**config.mk**
```make
export PLATFORM = sky130hd
export DESIGN_NAME = decode_unit
export DESIGN_NICKNAME = d
export VERILOG_FILES = /design/src/rtl/rv_pkg.sv /design/src/rtl/reg_scoreboard.sv /design/src/rtl/decode_unit.sv
export SDC_FILE = /design/constraint.sdc
export NUM_CORES = 1
export LEC_CHECK = 0
export CORE_ASPECT_RATIO = 1.4
export CORE_MARGIN = 2
export CORE_UTILIZATION = 55
export CTS_BUF_LIST = sky130_fd_sc_hd__clkbuf_8
export DETAILED_ROUTE_END_ITERATION = 6
export PLACE_DENSITY_LB_ADDON = 0.08
export SYNTH_ARGS = -nofsm -noshare
export SYNTH_HDL_FRONTEND = slang
export SYNTH_SLANG_ARGS = --single-unit
```
**constraint.sdc**
```tcl
create_clock -name clk -period 9.6 [get_ports clk]
set_input_delay 0.96 -clock clk [delete_from_list [all_inputs] [get_ports clk]]
set_output_delay 0.96 -clock clk [all_outputs]
set_load 0.02 [all_outputs]
```
**src/rtl/rv_pkg.sv**
```systemverilog
// Shared RV32I/RV64I decode definitions: major opcodes, immediate formats
// and the immediate sign-extension helper.
package rv_pkg;

    localparam logic [6:0] OpLoad    = 7'h03;
    localparam logic [6:0] OpOpImm   = 7'h13;
    localparam logic [6:0] OpAuipc   = 7'h17;
    localparam logic [6:0] OpOpImm32 = 7'h1B;
    localparam logic [6:0] OpStore   = 7'h23;
    localparam logic [6:0] OpOp      = 7'h33;
    localparam logic [6:0] OpLui     = 7'h37;
    localparam logic [6:0] OpOp32    = 7'h3B;
    localparam logic [6:0] OpBranch  = 7'h63;
    localparam logic [6:0] OpJalr    = 7'h67;
    localparam logic [6:0] OpJal     = 7'h6F;

    typedef enum logic [2:0] {ImmI, ImmS, ImmB, ImmU, ImmJ, ImmNone} imm_fmt_e;

    // Full 64-bit sign-extended immediate; callers truncate to XLEN.
    function automatic logic [63:0] imm_ext(input logic [31:0] instr, input imm_fmt_e fmt);
        case (fmt)
            ImmI:    return {{52{instr[31]}}, instr[31:20]};
            ImmS:    return {{52{instr[31]}}, instr[31:25], instr[11:7]};
            ImmB:    return {{51{instr[31]}}, instr[31], instr[7], instr[30:25],
                             instr[11:8], 1'b0};
            ImmU:    return {{32{instr[31]}}, instr[31:12], 12'b0};
            ImmJ:    return {{43{instr[31]}}, instr[31], instr[19:12], instr[20],
                             instr[30:21], 1'b0};
            default: return 64'b0;
        endcase
    endfunction

endpackage

```
**src/rtl/reg_scoreboard.sv**
```systemverilog
// Busy-bit scoreboard for in-flight destination registers, with writeback
// clear bypassed onto the two hazard read ports.
module reg_scoreboard
    import rv_pkg::*;
#(
    parameter int unsigned NREGS     = 32,
    parameter bit          SB_ENABLE = 1'b1
) (
    input  logic       clk,
    input  logic       rst,
    input  logic       set_en,
    input  logic [4:0] set_idx,
    input  logic       clr_en,
    input  logic [4:0] clr_idx,
    input  logic       kill_en,
    input  logic [4:0] kill_idx,
    input  logic [4:0] rd_idx_a,
    input  logic [4:0] rd_idx_b,
    output logic       rd_busy_a,
    output logic       rd_busy_b
);

    localparam logic [NREGS-1:0] Bit0 = NREGS'(1);

    logic [NREGS-1:0] busy_q, busy_d;
    logic [NREGS-1:0] set_mask, clr_mask, kill_mask, busy_eff;
    logic [31:0]      busy_ext;

    always_comb begin
        // Indices >= NREGS shift out of range and produce an empty mask.
        set_mask  = set_en  ? NREGS'(32'd1 << set_idx)  : '0;
        clr_mask  = clr_en  ? NREGS'(32'd1 << clr_idx)  : '0;
        kill_mask = kill_en ? NREGS'(32'd1 << kill_idx) : '0;

        busy_eff = busy_q & ~clr_mask;
        busy_ext = 32'(busy_eff);
        rd_busy_a = SB_ENABLE ? busy_ext[rd_idx_a] : 1'b0;
        rd_busy_b = SB_ENABLE ? busy_ext[rd_idx_b] : 1'b0;

        // Set is applied last so it wins over a same-cycle clear.
        busy_d = ((busy_q & ~clr_mask & ~kill_mask) | set_mask) & ~Bit0;
        if (!SB_ENABLE) begin
            busy_d = '0;
        end
    end

    always_ff @(posedge clk or posedge rst) begin
        if (rst) begin
            busy_q <= '0;
        end else begin
            busy_q <= busy_d;
        end
    end

endmodule

```
**src/rtl/decode_unit.sv**
```systemverilog
// Registered RV32I/RV64I decode stage with valid/ready handshake and an
// integrated RAW scoreboard that stalls fetch on in-flight destinations.
module decode_unit
    import rv_pkg::*;
#(
    parameter int unsigned XLEN      = 32,
    parameter int unsigned NREGS     = 32,
    parameter bit          SB_ENABLE = 1'b1
) (
    input  logic            clk,
    input  logic            rst,
    input  logic            in_valid,
    output logic            in_ready,
    input  logic [31:0]     in_instr,
    input  logic [XLEN-1:0] in_pc,
    output logic            out_valid,
    input  logic            out_ready,
    output logic [XLEN-1:0] out_pc,
    output logic [4:0]      out_rs1,
    output logic [4:0]      out_rs2,
    output logic [4:0]      out_rd,
    output logic [XLEN-1:0] out_imm,
    output logic [6:0]      out_opcode,
    output logic [2:0]      out_funct3,
    output logic [6:0]      out_funct7,
    output logic            out_use_rs1,
    output logic            out_use_rs2,
    output logic            out_we_rd,
    output logic            out_illegal,
    input  logic            flush,
    input  logic            wb_valid,
    input  logic [4:0]      wb_rd
);

    logic [6:0]      opcode;
    logic [4:0]      rs1_f, rs2_f, rd_f;
    imm_fmt_e        fmt;
    logic            raw_rs1, raw_rs2, raw_rd, bad_op, illegal;
    logic            dec_use_rs1, dec_use_rs2, dec_we_rd;
    logic [4:0]      dec_rs1, dec_rs2, dec_rd;
    logic [XLEN-1:0] dec_imm;
    logic            busy_a, busy_b, hazard, accept;

    assign opcode = in_instr[6:0];
    assign rs1_f  = in_instr[19:15];
    assign rs2_f  = in_instr[24:20];
    assign rd_f   = in_instr[11:7];

    always_comb begin
        fmt     = ImmNone;
        raw_rs1 = 1'b0;
        raw_rs2 = 1'b0;
        raw_rd  = 1'b0;
        bad_op  = 1'b0;
        case (opcode)
            OpLui, OpAuipc: begin fmt = ImmU; raw_rd = 1'b1; end
            OpJal:          begin fmt = ImmJ; raw_rd = 1'b1; end
            OpJalr, OpLoad, OpOpImm: begin
                fmt = ImmI; raw_rd = 1'b1; raw_rs1 = 1'b1;
            end
            OpBranch: begin fmt = ImmB; raw_rs1 = 1'b1; raw_rs2 = 1'b1; end
            OpStore:  begin fmt = ImmS; raw_rs1 = 1'b1; raw_rs2 = 1'b1; end
            OpOp:     begin raw_rd = 1'b1; raw_rs1 = 1'b1; raw_rs2 = 1'b1; end
            OpOpImm32: begin
                fmt = ImmI; raw_rd = 1'b1; raw_rs1 = 1'b1; bad_op = (XLEN == 32);
            end
            OpOp32: begin
                raw_rd = 1'b1; raw_rs1 = 1'b1; raw_rs2 = 1'b1; bad_op = (XLEN == 32);
            end
            default: bad_op = 1'b1;
        endcase

        illegal = bad_op || (in_instr[1:0] != 2'b11)
               || (raw_rs1 && (32'(rs1_f) >= NREGS))
               || (raw_rs2 && (32'(rs2_f) >= NREGS))
               || (raw_rd  && (32'(rd_f)  >= NREGS));

        // Illegal instructions flow downstream inert: no operands, no writeback.
        dec_use_rs1 = raw_rs1 & ~illegal;
        dec_use_rs2 = raw_rs2 & ~illegal;
        dec_we_rd   = raw_rd & ~illegal & (rd_f != 5'd0);
        dec_rs1     = dec_use_rs1 ? rs1_f : 5'd0;
        dec_rs2     = dec_use_rs2 ? rs2_f : 5'd0;
        dec_rd      = dec_we_rd ? rd_f : 5'd0;
        dec_imm     = XLEN'(imm_ext(in_instr, fmt));
    end

    assign hazard   = in_valid & ((dec_use_rs1 & busy_a) | (dec_use_rs2 & busy_b));
    assign in_ready = ~flush & ~hazard & (~out_valid | out_ready);
    assign accept   = in_valid & in_ready;

    reg_scoreboard #(
        .NREGS     (NREGS),
        .SB_ENABLE (SB_ENABLE)
    ) u_scoreboard (
        .clk       (clk),
        .rst       (rst),
        .set_en    (accept & dec_we_rd),
        .set_idx   (dec_rd),
        .clr_en    (wb_valid),
        .clr_idx   (wb_rd),
        .kill_en   (flush & out_valid & out_we_rd),
        .kill_idx  (out_rd),
        .rd_idx_a  (dec_rs1),
        .rd_idx_b  (dec_rs2),
        .rd_busy_a (busy_a),
        .rd_busy_b (busy_b)
    );

    always_ff @(posedge clk or posedge rst) begin
        if (rst) begin
            out_valid   <= 1'b0;
            out_pc      <= '0;
            out_rs1     <= '0;
            out_rs2     <= '0;
            out_rd      <= '0;
            out_imm     <= '0;
            out_opcode  <= '0;
            out_funct3  <= '0;
            out_funct7  <= '0;
            out_use_rs1 <= 1'b0;
            out_use_rs2 <= 1'b0;
            out_we_rd   <= 1'b0;
            out_illegal <= 1'b0;
        end else if (flush) begin
            out_valid <= 1'b0;
        end else if (accept) begin
            out_valid   <= 1'b1;
            out_pc      <= in_pc;
            out_rs1     <= dec_rs1;
            out_rs2     <= dec_rs2;
            out_rd      <= dec_rd;
            out_imm     <= dec_imm;
            out_opcode  <= opcode;
            out_funct3  <= in_instr[14:12];
            out_funct7  <= in_instr[31:25];
            out_use_rs1 <= dec_use_rs1;
            out_use_rs2 <= dec_use_rs2;
            out_we_rd   <= dec_we_rd;
            out_illegal <= illegal;
        end else if (out_valid && out_ready) begin
            out_valid <= 1'b0;
        end
    end

endmodule

```
### Word-level counts from Yosys, hierarchy flattened

Cells that the tools add are included.

* magnitude comparators: 2
* mux-type cells: 19
* bitwise operators: 24
* reductions and logical operators: 12
* equality and inequality tests: 16
* shifts and indexed selects: 3

Operators with widths (count)
* case mux 32 bit (5 select lines): 1
* two-way mux 32 bit: 3
* left shift 1 x 5 -> 32 bit, first input constant: 3
* AND 32 bit: 2
* NOT 32 bit: 2
* bitwise OR 32 bit: 1
* == test 7 x 6 -> 1 bit, second input constant: 4
* == test 7 x 5 -> 1 bit, second input constant: 3
* == test 7 bit, second input constant: 3
* OR reduction 9 bit: 2
* two-way mux 5 bit: 3
* case mux 3 bit (5 select lines): 1
* AND 1 bit: 13
* less-than comparator 5 x 6 -> 1 bit, second input constant: 2
* binary-select mux 1 bit (select 5 bit): 2
* two-way mux 1 bit: 9
* OR reduction 4 bit: 2
* OR reduction 8 bit: 1
* == test 7 x 2 -> 1 bit, second input constant: 1
* == test 3 x 2 -> 1 bit, second input constant: 2
* nonzero test 5 bit: 1
* NOT 1 bit: 4
* == test 3 x 1 -> 1 bit, second input constant: 1
* == test 3 bit, second input constant: 1
* 8 further kinds: 9

* word-level logic and storage cells: 90
* bits of input ports: 75
* output and inout bits: 102
* bits in registers: 132

### Depth between registers and ports, before layout

* depth in word-level cells: 19
* gate-level depth with buffers: 11
* gate-level depth less buffers: 8

### Cells and area by module

Synthesis repeated with hierarchy kept, for this count alone.

* cell total of the unflattened synthesis: 660
* area, all modules: 7320.8 um^2

By module, submodules not included
* decode_unit: cells each 340, instances 1, sequential area each 2527.4 um^2, area each 4729.5 um^2
* reg_scoreboard: cells each 320, instances 1, sequential area each 775.7 um^2, area each 2591.2 um^2

### Worst setup path before layout

No wires, ideal clock.

* path kind: input port to output port
* start: in wb_rd[2]
* end: out in_ready
* data required time: 8.640 ns
* setup slack: 5.723 ns
* stages on the path: 8
* buffers on the path: 0
* arrival: 2.917 ns
* cell sequence: or4b_1 -> o21a_1 -> o21a_1 -> a2111oi_2 -> a211oi_1 -> a31oi_2 -> nand3_1 -> a21oi_1

* word-level cells in the longest chain between the ends: 12

Ends and longest elaborated chain
* start: declaration: RTL line decode_unit.sv:32 `input logic [4:0] wb_rd`
* left shift 1 x 5 -> 32 bit (*): RTL line reg_scoreboard.sv:32 `clr_mask = clr_en ? NREGS'(32'd1 << clr_idx) : '0;`
* two-way mux 32 bit (*): RTL line reg_scoreboard.sv:32
* NOT 32 bit (*): RTL line reg_scoreboard.sv:35 `busy_eff = busy_q & ~clr_mask;`
* AND 32 bit (*): RTL line reg_scoreboard.sv:35
* binary-select mux 1 bit (select 5 bit), on equally long branches: RTL line reg_scoreboard.sv:37, reg_scoreboard.sv:38
* two-way mux 1 bit, on equally long branches: RTL line reg_scoreboard.sv:37, reg_scoreboard.sv:38
* AND 1 bit: RTL line decode_unit.sv:88 `assign hazard = in_valid & ((dec_use_rs1 & busy_a) | (dec_use_rs2 & busy_b));`
* bitwise OR 1 bit (*): RTL line decode_unit.sv:88
* AND 1 bit (*): RTL line decode_unit.sv:88
* NOT 1 bit (*): RTL line decode_unit.sv:89 `assign in_ready = ~flush & ~hazard & (~out_valid | out_ready);`
* AND 1 bit (*) (2 in series): RTL line decode_unit.sv:89
* end: declaration: RTL line decode_unit.sv:13 `output logic in_ready,`

Every way passes the cells marked *; elsewhere a longest branch is shown, timed or not. The select of a mux whose other input is x is not followed.

### Worst setup path after layout

* start: in in_instr[6]
* end: out in_ready

* word-level cells in the longest chain between the ends: 15

Ends and longest elaborated chain
* start: declaration: RTL line decode_unit.sv:14 `input logic [31:0] in_instr,`
* == test 7 x 6 -> 1 bit, or another cell as far along: RTL line decode_unit.sv:55 `case (opcode)`
* OR reduction 9 bit (no source line)
* two-way mux 1 bit: RTL line decode_unit.sv:55
* logical OR 1 bit: RTL line decode_unit.sv:73 `illegal = bad_op || (in_instr[1:0] != 2'b11)`
* NOT 1 bit: RTL line decode_unit.sv:79, decode_unit.sv:80
* AND 1 bit, on equally long branches: RTL line decode_unit.sv:79, decode_unit.sv:80
* two-way mux 5 bit, on equally long branches: RTL line decode_unit.sv:82, decode_unit.sv:83
* binary-select mux 1 bit (select 5 bit), on equally long branches: RTL line reg_scoreboard.sv:37, reg_scoreboard.sv:38
* two-way mux 1 bit, on equally long branches: RTL line reg_scoreboard.sv:37, reg_scoreboard.sv:38
* AND 1 bit: RTL line decode_unit.sv:88
* bitwise OR 1 bit (*): RTL line decode_unit.sv:88
* AND 1 bit (*): RTL line decode_unit.sv:88
* NOT 1 bit (*): RTL line decode_unit.sv:89
* AND 1 bit (*) (2 in series): RTL line decode_unit.sv:89

Marked as above.

==> reports/results.ini <==
[final_layout]
drive_gt1_share_pct=13.92
syn2layout_area_growth_pct=32.29
final_core_util_pct=74.31
diodes=0
nets=874

[global_routing]
grt_max_degree=75
grt_pass1_vias=6320
antenna_found_initial=0
grt_first_pass_wirelength_mm=34.49
overflow=0
track_usage_pct=33.26

[yosys]
ys_ff_latch=132
yosysUniqueCellTypes=72
yosysSeqAreaShare_pct=48.00
synthCells=639
muxShareOfSynthArea_pct=17.38
synth_compound_area_share_pct=19.85
synthArstFlopShare_pct=100.0
synth_top_area_share_pct=48.00
synth_common_cells=dfrtp_1 (132), mux2_2 (61), inv_1 (47)
synth_top_family_by_area=compound AO/OA/AOI/OAI gates
synth_xor_area_share_pct=0
syn_avg_cell_area_um2=10.77
synth_warnings=0
synth_fp_nets=714
yosys.area.top_type=dfrtp_1
yosys-top-cells-area=dfrtp_1 (48%), mux2_2 (10%), mux2i_1 (4.9%)
synth_ff_type=dfrtp_1
synth_area_um2=6882
synth_most_common_cell=dfrtp_1
synth_edf_count=0
synth_simple_gate_area_share_pct=9.545
synth_adder_area_share_pct=0

[sta]
slew_headroom_pct=19.91
slew_viol_final=0
hold_viol=0
skew_ns=0.01370
rsz0062_at_grt=false
min_period_ns=5.425
setup_violations=0
postLayoutSetupSlackWorst_ns=4.175
holdWs_ns=0.4951
tightest_slew_ns=1.201
tns_ns=0
max_freq_ghz=0.1843
finalCritPeriodShare_pct=56.51

[clock_network]
root_buffer=clkbuf_8
numCtsBuffers=17
cts_hold_buf=0
clkTransAtPathRegs_ns=0.08
ctsHtreeMaxLevel=4
cts_setup_buffers=0
clock-sinks=132
clk_latency_ns=0.45
cts_tree=done
cts_resized=0
clock_path_buffers=2

[route]
route.detailed.drc=2
routed_wl_mm=22.42
ant_nets=0
vias=6126
wl_per_cell_um=23.30
vias_per_cell=6.368
drt_iter0_drc=425
firstDrtPassIters=7

[setup_path]
startpoint_type=primary input
slowest_delay_ns=0.62
critPathTopFamily=compound AO/OA/AOI/OAI gates
cp.arrival_ns=4.47
critPathMaxFanout=11
timing.rr.start=u_scoreboard.busy_q[22]
rr_endpoint=u_scoreboard.busy_q[29]
timing.reg2reg.setup_slack_ns=5.63
critPathBufInv=2
cp_cell_sequence=clkdlybuf4s50_1, or2_1, a211oi_2, and2_1, o22ai_1, o221a_2, o32ai_2, nand3_1, a21oi_1, clkdlybuf4s50_1
worstSetupPathType=primary input to output pin
cpMostUsedCell=clkdlybuf4s50_1
cp.required_ns=8.64
worst_path_max_delay_cell=a211oi_2
ff2ff_path_depth=7
crit_path_end_kind=output pin

[hold_path]
whs_endpoint=out_pc[0]
hp-start=out_pc[0]
hold_path.class=register to register
hold_depth=1

[floorplan]
start_util_pct=56.17
dieArea_um2=13440
core_area_um2=12250
ios=177
die_w_um=98.54
rows=48
dieHeight_um=136.4

[power_and_ir_drop]
p_per_area_nw_per_um2=160.3
p_leak_nw=3.867
vdd_drop_max_mv=0.09642

[status]
violations=design-rule violations
outcome=finished with violations

[flow_run]
cap_violations=0

[placed_design]
dpl.hpwl_mm=16.20
detailedPlace.worstSlack_ns=3.843
io_buffers=176
gp_congestion=0.9984

[cell type report]
class	count	area, um2
Tap cell	150	187.7
Inverter	48	182.7
Clock inverter	15	177.7
Fill cell	827	3148
Clock buffer	17	234.0
Multi-Input combinational cell	421	3234
Sequential cell	132	3303
Timing Repair Buffer	179	1784
[placed cells by master, fill, tap and decap left out, types with 5 or more instances in the layout]
cell | synthesis | layout
dfrtp_1 | 132 | 132
o21bai_1 | 13 | 13
nand3_1 | 18 | 18
o21ai_0 | 38 | 38
nand2_1 | 35 | 35
a21oi_1 | 27 | 27
o221ai_1 | 5 | 5
clkbuf_8 | 0 | 17
nand2b_1 | 5 | 5
o41ai_1 | 29 | 29
mux2_1 | 13 | 13
mux2i_1 | 34 | 34
o21a_1 | 17 | 17
nor2_1 | 22 | 22
mux2_2 | 61 | 61
o211ai_1 | 15 | 15
inv_1 | 47 | 47
and2_1 | 6 | 6
clkdlybuf4s50_1 | 0 | 176
[metrics by stage]
step | cell area (um2) | power (W) | instances
floorplan | 6882 | 0.0008015 | 639
global placement | 8692 | 0.0009548 | 930
detailed placement | 8692 | 0.0009679 | 930
CTS | 9104 | 0.001463 | 962
global route | 9104 | 0.001511 | 962
finish | 9104 | 0.001459 | 962
[sequential cells by signal, indices dropped and copies added (netlist names), 3 cells and up]
register,flops
u_scoreboard.busy_q,31
out_pc,32
out_rs2,5
out_rs1,5
out_funct7,7
out_opcode,7
out_funct3,3
out_imm,32
out_rd,5
[layer usage]
| metal | track usage, % | wire length [um] | up-vias |
|---|---|---|---|
| li1 | - | - | 2693 |
| met1 | 38.27 | 8194 | 3024 |
| met2 | 57.94 | 11700 | 328 |
| met3 | 7.352 | 1410 | 81 |
| met4 | 17.20 | 1111 | 0 |
| met5 | 0 | 0 | - |
[cell families (layout without fill, tap and decap cells)]
family | after synthesis | count (layout)
AO/OA/AOI/OAI | 189 | 189
buffers and inverters | 86 | 259
flip-flops | 132 | 132
multiplexers | 109 | 109
AND/OR/NAND/NOR | 123 | 123
[report_power, final]
part           leakage (nW)  switching, W  total, W  internal, W
Sequential             1.72     0.0000273  0.000631     0.000604
Clock                 0.212      0.000241  0.000500     0.000259
Combinational          1.93      0.000170  0.000328     0.000158
[worst max-delay path by stage]
| stage | startpoint | to | slack (ns) | cells after the start |
|---|---|---|---|---|
| after floorplan | rst | out_funct3[0] | 5.11 | 1 |
| after global placement | in_instr[6] | u_scoreboard.busy_q[29] | 3.98 | 10 |
| after detailed placement | in_instr[6] | u_scoreboard.busy_q[29] | 3.84 | 10 |
| after CTS | in_instr[6] | in_ready | 4.24 | 10 |
| after global routing | in_instr[1] | u_scoreboard.busy_q[29] | 3.85 | 10 |
| final | in_instr[6] | in_ready | 4.17 | 10 |
[worst reg2reg max path: cells and delay by family, from the launching register on]
kind / cells / cell delay [ns]
simple gates: 1 / 0.97
flops: 1 / 0.39
compound gates: 5 / 1.73
buf+inv: 1 / 0.78
Power figures use the tool's default switching activity.
